### config.mk
export PLATFORM = sky130hd
export DESIGN_NAME = axi_tdd_ng_cfg_master
export DESIGN_NICKNAME = d
export VERILOG_FILES = /design/src/rtl/axi_tdd_ng_cfg_pkg.sv /design/src/rtl/axi_tdd_ng_cfg_timeout.sv /design/src/rtl/axi_tdd_ng_cfg_master.sv
export SDC_FILE = /design/constraint.sdc
export NUM_CORES = 1
export LEC_CHECK = 0
export ABC_AREA = 1
export BUFFER_PORTS_ARGS = -buffer_cell sky130_fd_sc_hd__buf_2
export CAP_MARGIN = 20
export CORE_UTILIZATION = 40
export DETAILED_ROUTE_END_ITERATION = 10
export HOLD_SLACK_MARGIN = 0.03
export PLACE_DENSITY = 0.75
export SLEW_MARGIN = 20
export SYNTH_ARGS = -nofsm -noshare
export SYNTH_HDL_FRONTEND = slang
export SYNTH_HIERARCHICAL = 1
export SYNTH_SLANG_ARGS = --single-unit
### constraint.sdc
create_clock -name clk -period 1.85 [get_ports clk]
set_clock_uncertainty 0.15 [all_clocks]
set_input_delay 0.555 -clock clk [delete_from_list [all_inputs] [get_ports clk]]
set_output_delay 0.555 -clock clk [all_outputs]
set_load 0.01 [all_outputs]
### src/rtl/axi_tdd_ng_cfg_pkg.sv
// Shared types and constants for the axi_tdd_ng configuration master.
//   cfg_state_t : transaction FSM states
//   RESP_*      : AXI response codes used by the master
//   cfg_rsp_t   : captured response returned to the command side
package axi_tdd_ng_cfg_pkg;

    typedef enum logic [2:0] {
        IDLE,
        WRITE,
        READ,
        RESP,
        DRAIN
    } cfg_state_t;

    localparam logic [1:0] RESP_OKAY   = 2'b00;
    localparam logic [1:0] RESP_SLVERR = 2'b10;

    typedef struct packed {
        logic [31:0] rdata;
        logic [1:0]  resp;
        logic        timeout;
    } cfg_rsp_t;

endpackage

### src/rtl/axi_tdd_ng_cfg_timeout.sv
// Transaction watchdog for the configuration master.
//   clk, reset : clock and synchronous active-high reset
//   clear      : restart the count (command accept)
//   run        : count while a transaction is waiting on the bus
//   expired    : count has reached TIMEOUT_CYCLES-1
// Only built when AXI_TDD_NG_CFG_TIMEOUT_EN is defined.
module axi_tdd_ng_cfg_timeout
    import axi_tdd_ng_cfg_pkg::*;
#(
    parameter int TIMEOUT_CYCLES = 1024
) (
    input  logic clk,
    input  logic reset,
    input  logic clear,
    input  logic run,
    output logic expired
);

    localparam int CNT_W = $clog2(TIMEOUT_CYCLES);
    localparam logic [CNT_W-1:0] LAST = CNT_W'(TIMEOUT_CYCLES - 1);

    logic [CNT_W-1:0] count;

    assign expired = (count == LAST);

    // Counter saturates at LAST so a late-winning handshake never sees a wrap.
    always_ff @(posedge clk) begin
        if (reset || clear) begin
            count <= '0;
        end else if (run && !expired) begin
            count <= count + CNT_W'(1);
        end
    end

endmodule

### src/rtl/axi_tdd_ng_cfg_master.sv
// AXI4-Lite initiator: turns a single-outstanding command stream into
// AXI4-Lite transactions toward the axi_tdd_ng register slave.
//   clk, reset           : single clock, synchronous active-high reset
//   cmd_*                : command in (valid/ready, wr, addr, wdata)
//   rsp_*                : response out (valid/ready, rdata, resp, timeout)
//   m_axi_aw/w/b/ar/r*   : AXI4-Lite master channels
// Build option: define AXI_TDD_NG_CFG_TIMEOUT_EN to include the transaction
// watchdog; without it WRITE/READ wait indefinitely and rsp_timeout stays 0.
module axi_tdd_ng_cfg_master
    import axi_tdd_ng_cfg_pkg::*;
#(
    parameter int ADDR_WIDTH     = 16,
    parameter int TIMEOUT_CYCLES = 1024
) (
    input  logic                  clk,
    input  logic                  reset,
    input  logic                  cmd_valid,
    output logic                  cmd_ready,
    input  logic                  cmd_wr,
    input  logic [ADDR_WIDTH-1:0] cmd_addr,
    input  logic [31:0]           cmd_wdata,
    output logic                  rsp_valid,
    input  logic                  rsp_ready,
    output logic [31:0]           rsp_rdata,
    output logic [1:0]            rsp_resp,
    output logic                  rsp_timeout,
    output logic                  m_axi_awvalid,
    input  logic                  m_axi_awready,
    output logic [ADDR_WIDTH-1:0] m_axi_awaddr,
    output logic [2:0]            m_axi_awprot,
    output logic                  m_axi_wvalid,
    input  logic                  m_axi_wready,
    output logic [31:0]           m_axi_wdata,
    output logic [3:0]            m_axi_wstrb,
    input  logic                  m_axi_bvalid,
    output logic                  m_axi_bready,
    input  logic [1:0]            m_axi_bresp,
    output logic                  m_axi_arvalid,
    input  logic                  m_axi_arready,
    output logic [ADDR_WIDTH-1:0] m_axi_araddr,
    output logic [2:0]            m_axi_arprot,
    input  logic                  m_axi_rvalid,
    output logic                  m_axi_rready,
    input  logic [31:0]           m_axi_rdata,
    input  logic [1:0]            m_axi_rresp
);

    cfg_state_t state, state_n;
    logic aw_pend, w_pend, b_pend, ar_pend, r_pend;
    logic aw_pend_n, w_pend_n, b_pend_n, ar_pend_n, r_pend_n;
    logic any_pend_n;
    logic [ADDR_WIDTH-1:0] addr_q;
    logic [31:0] wdata_q;
    cfg_rsp_t rsp_q, rsp_n;
    logic accept, b_hs, r_hs, run_timer, expired;
    logic unused_addr_lsb;

    assign accept    = cmd_valid && (state == IDLE);
    assign b_hs      = b_pend && m_axi_bvalid;
    assign r_hs      = r_pend && m_axi_rvalid;
    assign run_timer = (state == WRITE) || (state == READ);

    // Address LSBs are forced to zero on the bus, so the inputs are dropped.
    assign unused_addr_lsb = ^cmd_addr[1:0];

`ifdef AXI_TDD_NG_CFG_TIMEOUT_EN
    axi_tdd_ng_cfg_timeout #(
        .TIMEOUT_CYCLES(TIMEOUT_CYCLES)
    ) u_timeout (
        .clk     (clk),
        .reset   (reset),
        .clear   (accept),
        .run     (run_timer),
        .expired (expired)
    );
`else
    logic unused_timeout_cfg;
    assign expired            = 1'b0;
    assign unused_timeout_cfg = run_timer ^ (TIMEOUT_CYCLES > 1);
`endif

    // Outputs come straight from registers.
    assign cmd_ready     = (state == IDLE);
    assign rsp_valid     = (state == RESP);
    assign rsp_rdata     = rsp_q.rdata;
    assign rsp_resp      = rsp_q.resp;
    assign rsp_timeout   = rsp_q.timeout;
    assign m_axi_awvalid = aw_pend;
    assign m_axi_wvalid  = w_pend;
    assign m_axi_bready  = b_pend;
    assign m_axi_arvalid = ar_pend;
    assign m_axi_rready  = r_pend;
    assign m_axi_awaddr  = addr_q;
    assign m_axi_araddr  = addr_q;
    assign m_axi_wdata   = wdata_q;
    assign m_axi_awprot  = 3'b000;
    assign m_axi_arprot  = 3'b000;
    assign m_axi_wstrb   = 4'hF;

    always_comb begin
        state_n   = state;
        rsp_n     = rsp_q;
        // Each channel retires on its own handshake, in any state.
        aw_pend_n = aw_pend && !m_axi_awready;
        w_pend_n  = w_pend  && !m_axi_wready;
        b_pend_n  = b_pend  && !m_axi_bvalid;
        ar_pend_n = ar_pend && !m_axi_arready;
        r_pend_n  = r_pend  && !m_axi_rvalid;
        any_pend_n = aw_pend_n || w_pend_n || b_pend_n || ar_pend_n || r_pend_n;

        case (state)
            IDLE: begin
                if (accept) begin
                    if (cmd_wr) begin
                        aw_pend_n = 1'b1;
                        w_pend_n  = 1'b1;
                        b_pend_n  = 1'b1;
                        state_n   = WRITE;
                    end else begin
                        ar_pend_n = 1'b1;
                        r_pend_n  = 1'b1;
                        state_n   = READ;
                    end
                end
            end
            WRITE: begin
                // A handshake in the expiry cycle takes priority over timeout.
                if (b_hs) begin
                    rsp_n.rdata   = 32'h0;
                    rsp_n.resp    = m_axi_bresp;
                    rsp_n.timeout = 1'b0;
                    state_n       = RESP;
                end else if (expired) begin
                    rsp_n.rdata   = 32'h0;
                    rsp_n.resp    = RESP_SLVERR;
                    rsp_n.timeout = 1'b1;
                    state_n       = RESP;
                end
            end
            READ: begin
                if (r_hs) begin
                    rsp_n.rdata   = m_axi_rdata;
                    rsp_n.resp    = m_axi_rresp;
                    rsp_n.timeout = 1'b0;
                    state_n       = RESP;
                end else if (expired) begin
                    rsp_n.rdata   = 32'h0;
                    rsp_n.resp    = RESP_SLVERR;
                    rsp_n.timeout = 1'b1;
                    state_n       = RESP;
                end
            end
            RESP: begin
                // Late B/R handshakes here are retired but not captured.
                if (rsp_ready) begin
                    state_n = any_pend_n ? DRAIN : IDLE;
                end
            end
            DRAIN: begin
                if (!any_pend_n) begin
                    state_n = IDLE;
                end
            end
            default: state_n = IDLE;
        endcase
    end

    always_ff @(posedge clk) begin
        if (reset) begin
            state   <= IDLE;
            aw_pend <= 1'b0;
            w_pend  <= 1'b0;
            b_pend  <= 1'b0;
            ar_pend <= 1'b0;
            r_pend  <= 1'b0;
            addr_q  <= '0;
            wdata_q <= '0;
            rsp_q   <= '0;
        end else begin
            state   <= state_n;
            aw_pend <= aw_pend_n;
            w_pend  <= w_pend_n;
            b_pend  <= b_pend_n;
            ar_pend <= ar_pend_n;
            r_pend  <= r_pend_n;
            rsp_q   <= rsp_n;
            if (accept) begin
                addr_q  <= {cmd_addr[ADDR_WIDTH-1:2], 2'b00};
                wdata_q <= cmd_wdata;
            end
        end
    end

endmodule

; ---- Word-level counts from Yosys, hierarchy flattened
; Cells that the tools add are included.
[totals]
input_bits = 94
register_bits = 89
output_inout_bits = 116
elab_cells = 67
[op_classes]
n_reduce_logical = 21
muxes = 26
n_eq_ne = 9
[op_table]
columns = cell, n
row1 = $mux W35, 2
row2 = $pmux W35 S2, 1
row3 = $mux W3, 6
row4 = $mux W1, 15
row5 = $pmux W3 S5, 1
row6 = $logic_and A1 B1 Y1, 8
row7 = $eq A3 B2 Y1 const B, 2
row8 = $ne A2 B2 Y1 const B, 3
row9 = $logic_not A1 Y1, 5
row10 = $reduce_and A5 Y1, 1
row11 = $logic_or A1 B1 Y1, 4
row12 = $ne A2 B1 Y1 const B, 2
row13 = $eq A3 B1 Y1 const B, 1
row14 = $eq A3 B3 Y1 const B, 1
row15 = $logic_not A3 Y1, 1
row16 = $reduce_and A3 Y1, 1
row17 = $mux W2, 1
row18 = $reduce_bool A2 Y1, 1

; ---- Depth between registers and ports, before layout
[logic_depth]
depth_word = 9
mapped_depth = 8
ltp_nobuf = 8

; ---- Worst setup path after synthesis
; No wires, ideal clock.
[synth_timing]
path_kind = input -> register
start = input m_axi_awready
end = register state[0]
n_path_buf = 0
setup_time_ns = 0.115
stages = 7
path_slack_ns = 0.333
required_time_ns = 1.585
arrival_ns = 1.252
path_cell_list = inv_1 -> nand2_1 -> nand3_1 -> o21ai_0 -> nand3_1 -> nand2_1 -> nor2_1
[synth_between]
elab_chain_len = 8
[synth_rtl]
columns = item, line_no
row1 = "start, declared", axi_tdd_ng_cfg_master.sv:28  ; input logic m_axi_awready,
row2 = $logic_not A1 Y1, axi_tdd_ng_cfg_master.sv:104  ; aw_pend_n = aw_pend && !m_axi_awready;
row3 = $logic_and A1 B1 Y1, axi_tdd_ng_cfg_master.sv:104
row4 = $logic_or A1 B1 Y1 (4 in a row), axi_tdd_ng_cfg_master.sv:109  ; any_pend_n = aw_pend_n || w_pend_n || b_pend_n || ar_pend_n || r_pend_n;
row5 = $ne A2 B2 Y1 (no source line), -
row6 = $reduce_and A5 Y1 (no source line), -
row7 = "end signal, assigned", axi_tdd_ng_cfg_master.sv:180  ; state <= state_n;
row8 = "end, declared", axi_tdd_ng_cfg_master.sv:48  ; cfg_state_t state, state_n;
; Every way passes these cells.
; A chain may end at the register's enable or synchronous reset.

; ---- Worst setup path in the final report
[layout_timing]
start = register state[1]
end = output cmd_ready
[layout_between]
elab_chain_len = 1
[layout_rtl]
columns = item, line_no
row1 = $logic_not A3 Y1, axi_tdd_ng_cfg_master.sv:83  ; assign cmd_ready = (state == IDLE);
row2 = "end, declared", axi_tdd_ng_cfg_master.sv:18  ; output logic cmd_ready,
; Every way passes these cells.

==> impl_metrics.yaml <==
setup_path:
  path_cells: "nor3_4 -> buf_2"
  timing.critical_path.required_ps: 1140
  criticalPathCategory: "reg -> out"
  r2r_slack_ps: 130
  startpoint_type: "flip-flop"
  crit_slowest_cell: "dfxtp_4"
  cp.depth: 2
  critical_path.max_stage_delay_ps: 380
  cp-end-kind: "output pin"
  cp_max_fo: 6
  cp_top_family: "flip-flops"
  crit_arrival_ps: 1110
  r2r_start: "state[1]$_SDFFE_PP0P_"
  critPathBufInv: 1
  reg2reg_to: "rsp_rdata[0]$_SDFFE_PP0P_"
  rr_worst_depth: 8
power:
  p_switching_mw: 1.92
  p_leak_nw: 2.27
  p_total_mw: 5.46
  swShare_pct: 35.1
  power.share.sequential_pct: 43.2
  power_frac_comb_pct: 32.8
  worst_ir_drop_vdd_v: 0.000541
  p_int_mw: 3.54
  powerDensity_nw_per_um2: 1180
  p_clk_share_pct: 24.0
finish:
  stdcell_count: 738
  ff_latch_area_um2: 1770
  multiInputGateArea_um2: 1340
  layout.nets: 723
  utilization_pct: 55.8
  fillCellCount: 820
  syn2layout_area_growth_pct: 33.2
  layout-drive-gt1-share_pct: 36.2
  antenna_cells: 0
global_routing:
  grt_pass1_wl_um: 13300
  grt_use_total_pct: 18.5
  grt_max_degree: 47
  antenna_found_initial: 0
  first_global_vias: 3019
  overflow: 0
cts:
  cts.hold.buffers_added: 0
  clock_sinks: 88
  cts_buffers: 9
  clock_insertion_delay_worst_skew_ps: 340
  clock_path_buffers: 2
  clkTransAtPathRegs_ps: 80
  ctsRootBufferMaster: "clkbuf_8"
  cts_tree: "done"
  htreeDepth: 3
detailed_routing:
  post_drt_wl_per_cell_um: 11.7
  ant_nets: 0
  firstDrtPassIters: 4
  drc: 0
  drtIter0Drc: 91
  routed_wl_um: 8660
  vias_per_cell: 4.64
  vias: 3428
timing:
  period_share_pct: 98.1
  setup_viol: 0
  tns_ps: 0
  finalHoldViolCount: 0
  fmax_ghz: 0.551
  finalMaxSlewViolations: 0
  fin_crit_ps: 1810
  rsz0062_at_grt: "true"
  worst_slack_ps: 35.3
logic_synthesis:
  ys_seq_area_share_pct: 50.7
  syn_area_per_cell_um2: 7.62
  yosys.area.top_type: "dfxtp_1"
  synth.top_cell.area_share_pct: 50.7
  postSynthCellCount: 456
  ys_ff_latch: 88
  syn-cell-area_um2: 3480
  netlist_top_cells_area: "dfxtp_1 51%, nand2_1 20%, a21oi_1 13%"
  ys_types: 18
  yosys_warnings: 6
min_path:
  min_path_cells: 2
  hold_path_end: "rsp_resp[1]$_SDFFE_PP0P_"
  hold_class: "reg -> reg"
  hold_start: "rsp_resp[1]$_SDFFE_PP0P_"
place:
  dp_cells: 720
  post-place-ws_ps: 161
  dp_hpwl_um: 6250
  gp_congestion: 0.777
  portBuffers: 192
floorplanning:
  num_io_pins: 210
  num_rows: 33
  core_um2: 8300
  die_w_um: 95.2
  fp.dieH_um: 95.2
  dieArea_um2: 9070
  start_util_pct: 41.9
run:
  cap_violations: 0
status:
  outcome: "finished, final reports clean"
-- synth_stat cells --
| cell | count |
|---|---|
| nor3_4 | 1 |
| buf_6 | 4 |
| nor2_2 | 1 |
| inv_1 | 15 |
| nand2_1 | 182 |
| o21ai_0 | 4 |
| a21oi_1 | 89 |
| nand3_4 | 1 |
| clkbuf_1 | 9 |
| conb_1 | 2 |
| buf_4 | 33 |
| buf_2 | 8 |
| nor2_1 | 6 |
| nor3_1 | 2 |
| inv_2 | 2 |
| nand3_2 | 2 |
| dfxtp_1 | 88 |
| nand3_1 | 7 |
-- worst register-to-register path: stages, from the launching register on --
cell	delay (ps)
dfxtp_4	380
buf_4	140
nor2_1	200
nand2_1	120
nand2_1	170
nand3_4	120
buf_12	190
nand2_1	90
a21oi_1	50
-- cell usage in the layout, fill, tap and decap left out --
master      Yosys  routed
nor3_1          2       2
buf_6           4       1
buf_12          0       6
clkbuf_8        0      10
nand2_1       182     181
dfxtp_4         0       2
buf_4          33       5
nor2_4          0       1
nor2_2          1       1
a21oi_1        89      89
nand2_2         0       1
o21ai_0         4       4
dfxtp_1        88      86
buf_2           8     191
inv_2           2       1
nor3_4          1       1
clkinvlp_4      0       3
conb_1          2      15
nor2_1          6       5
clkinv_2        0       1
nand3_4         1       1
bufinv_16       0       1
nand3_1         7       7
inv_4           0       1
inv_1          15      15
nand3_2         2       2
-- power by group through the flow --
stage,Combinational (mW),Sequential (mW),Clock (mW)
after floorplan,1.11,2.48,0
after global placement,1.68,2.36,0
after detailed placement,1.72,2.38,0
after CTS,1.75,2.34,1.34
after global routing,1.99,2.40,1.43
final,1.79,2.36,1.31
-- per-layer routing --
metal / global-route usage, % / share of wire (%) / up-vias
li1: - / - / 1739
met1: 19.6 / 41 / 1544
met2: 34.9 / 50 / 138
met3: 4.94 / 7.7 / 7
met4: 6.57 / 1.1 / 0
met5: 0 / 0 / -
-- metrics by stage --
step                cell area, um2  hold WS (ps)
finish                        4630           299
detailed placement            4390           288
CTS                           4590           285
global placement              4390           282
global route                  4630           279
floorplan                     3520           318
-- how the worst max path moves through the flow --
stage,start,endpoint
3_5_place_dp,state[1]$_SDFFE_PP0P_,m_axi_wdata[9]$_SDFFE_PP0N_
5_1_grt,state[1]$_SDFFE_PP0P_,cmd_ready
6_report,state[1]$_SDFFE_PP0P_,cmd_ready
3_3_place_gp,state[1]$_SDFFE_PP0P_,m_axi_rready$_SDFF_PP0_
2_1_floorplan,m_axi_awready,state[0]$_SDFFE_PP0P_
4_1_cts,state[0]$_SDFFE_PP0P_,rsp_valid
-- area by class of cell --
class	instances	area share (%)
clock buffers	10	2.97
clock inverters	5	1.24
inverters	17	1.43
multi-input cells	310	29.0
flip-flops and latches	88	38.2
well taps	105	2.84
repair buffers	203	24.3
-- state kept, by name, indices dropped and copies added, names as in the netlist --
| name | flops |
|---|---|
| m_axi_wdata | 32 |
| rsp_rdata | 32 |
| m_axi_araddr | 14 |
| state | 3 |
| rsp_resp | 2 |
| m_axi_arvalid | 1 |
| m_axi_awvalid | 1 |
| m_axi_bready | 1 |
| m_axi_rready | 1 |
| m_axi_wvalid | 1 |
-- timing repair --
item                       4_1_cts  5_1_grt
resized for setup                2        7
gates cloned                     0        0
setup endpoints to repair        2        5
hold endpoints to repair         0        0
buffers inserted                 1        2
pin swaps                        1        2
-- logic make-up after synthesis --
kind of cell | synth area share (%)
flip-flops | 50.7
other | 0.216
buffers and inverters | 12.4
AND/OR/NAND/NOR | 23.3
AO/OA/AOI/OAI | 13.4
Power figures use the tool's default switching activity.
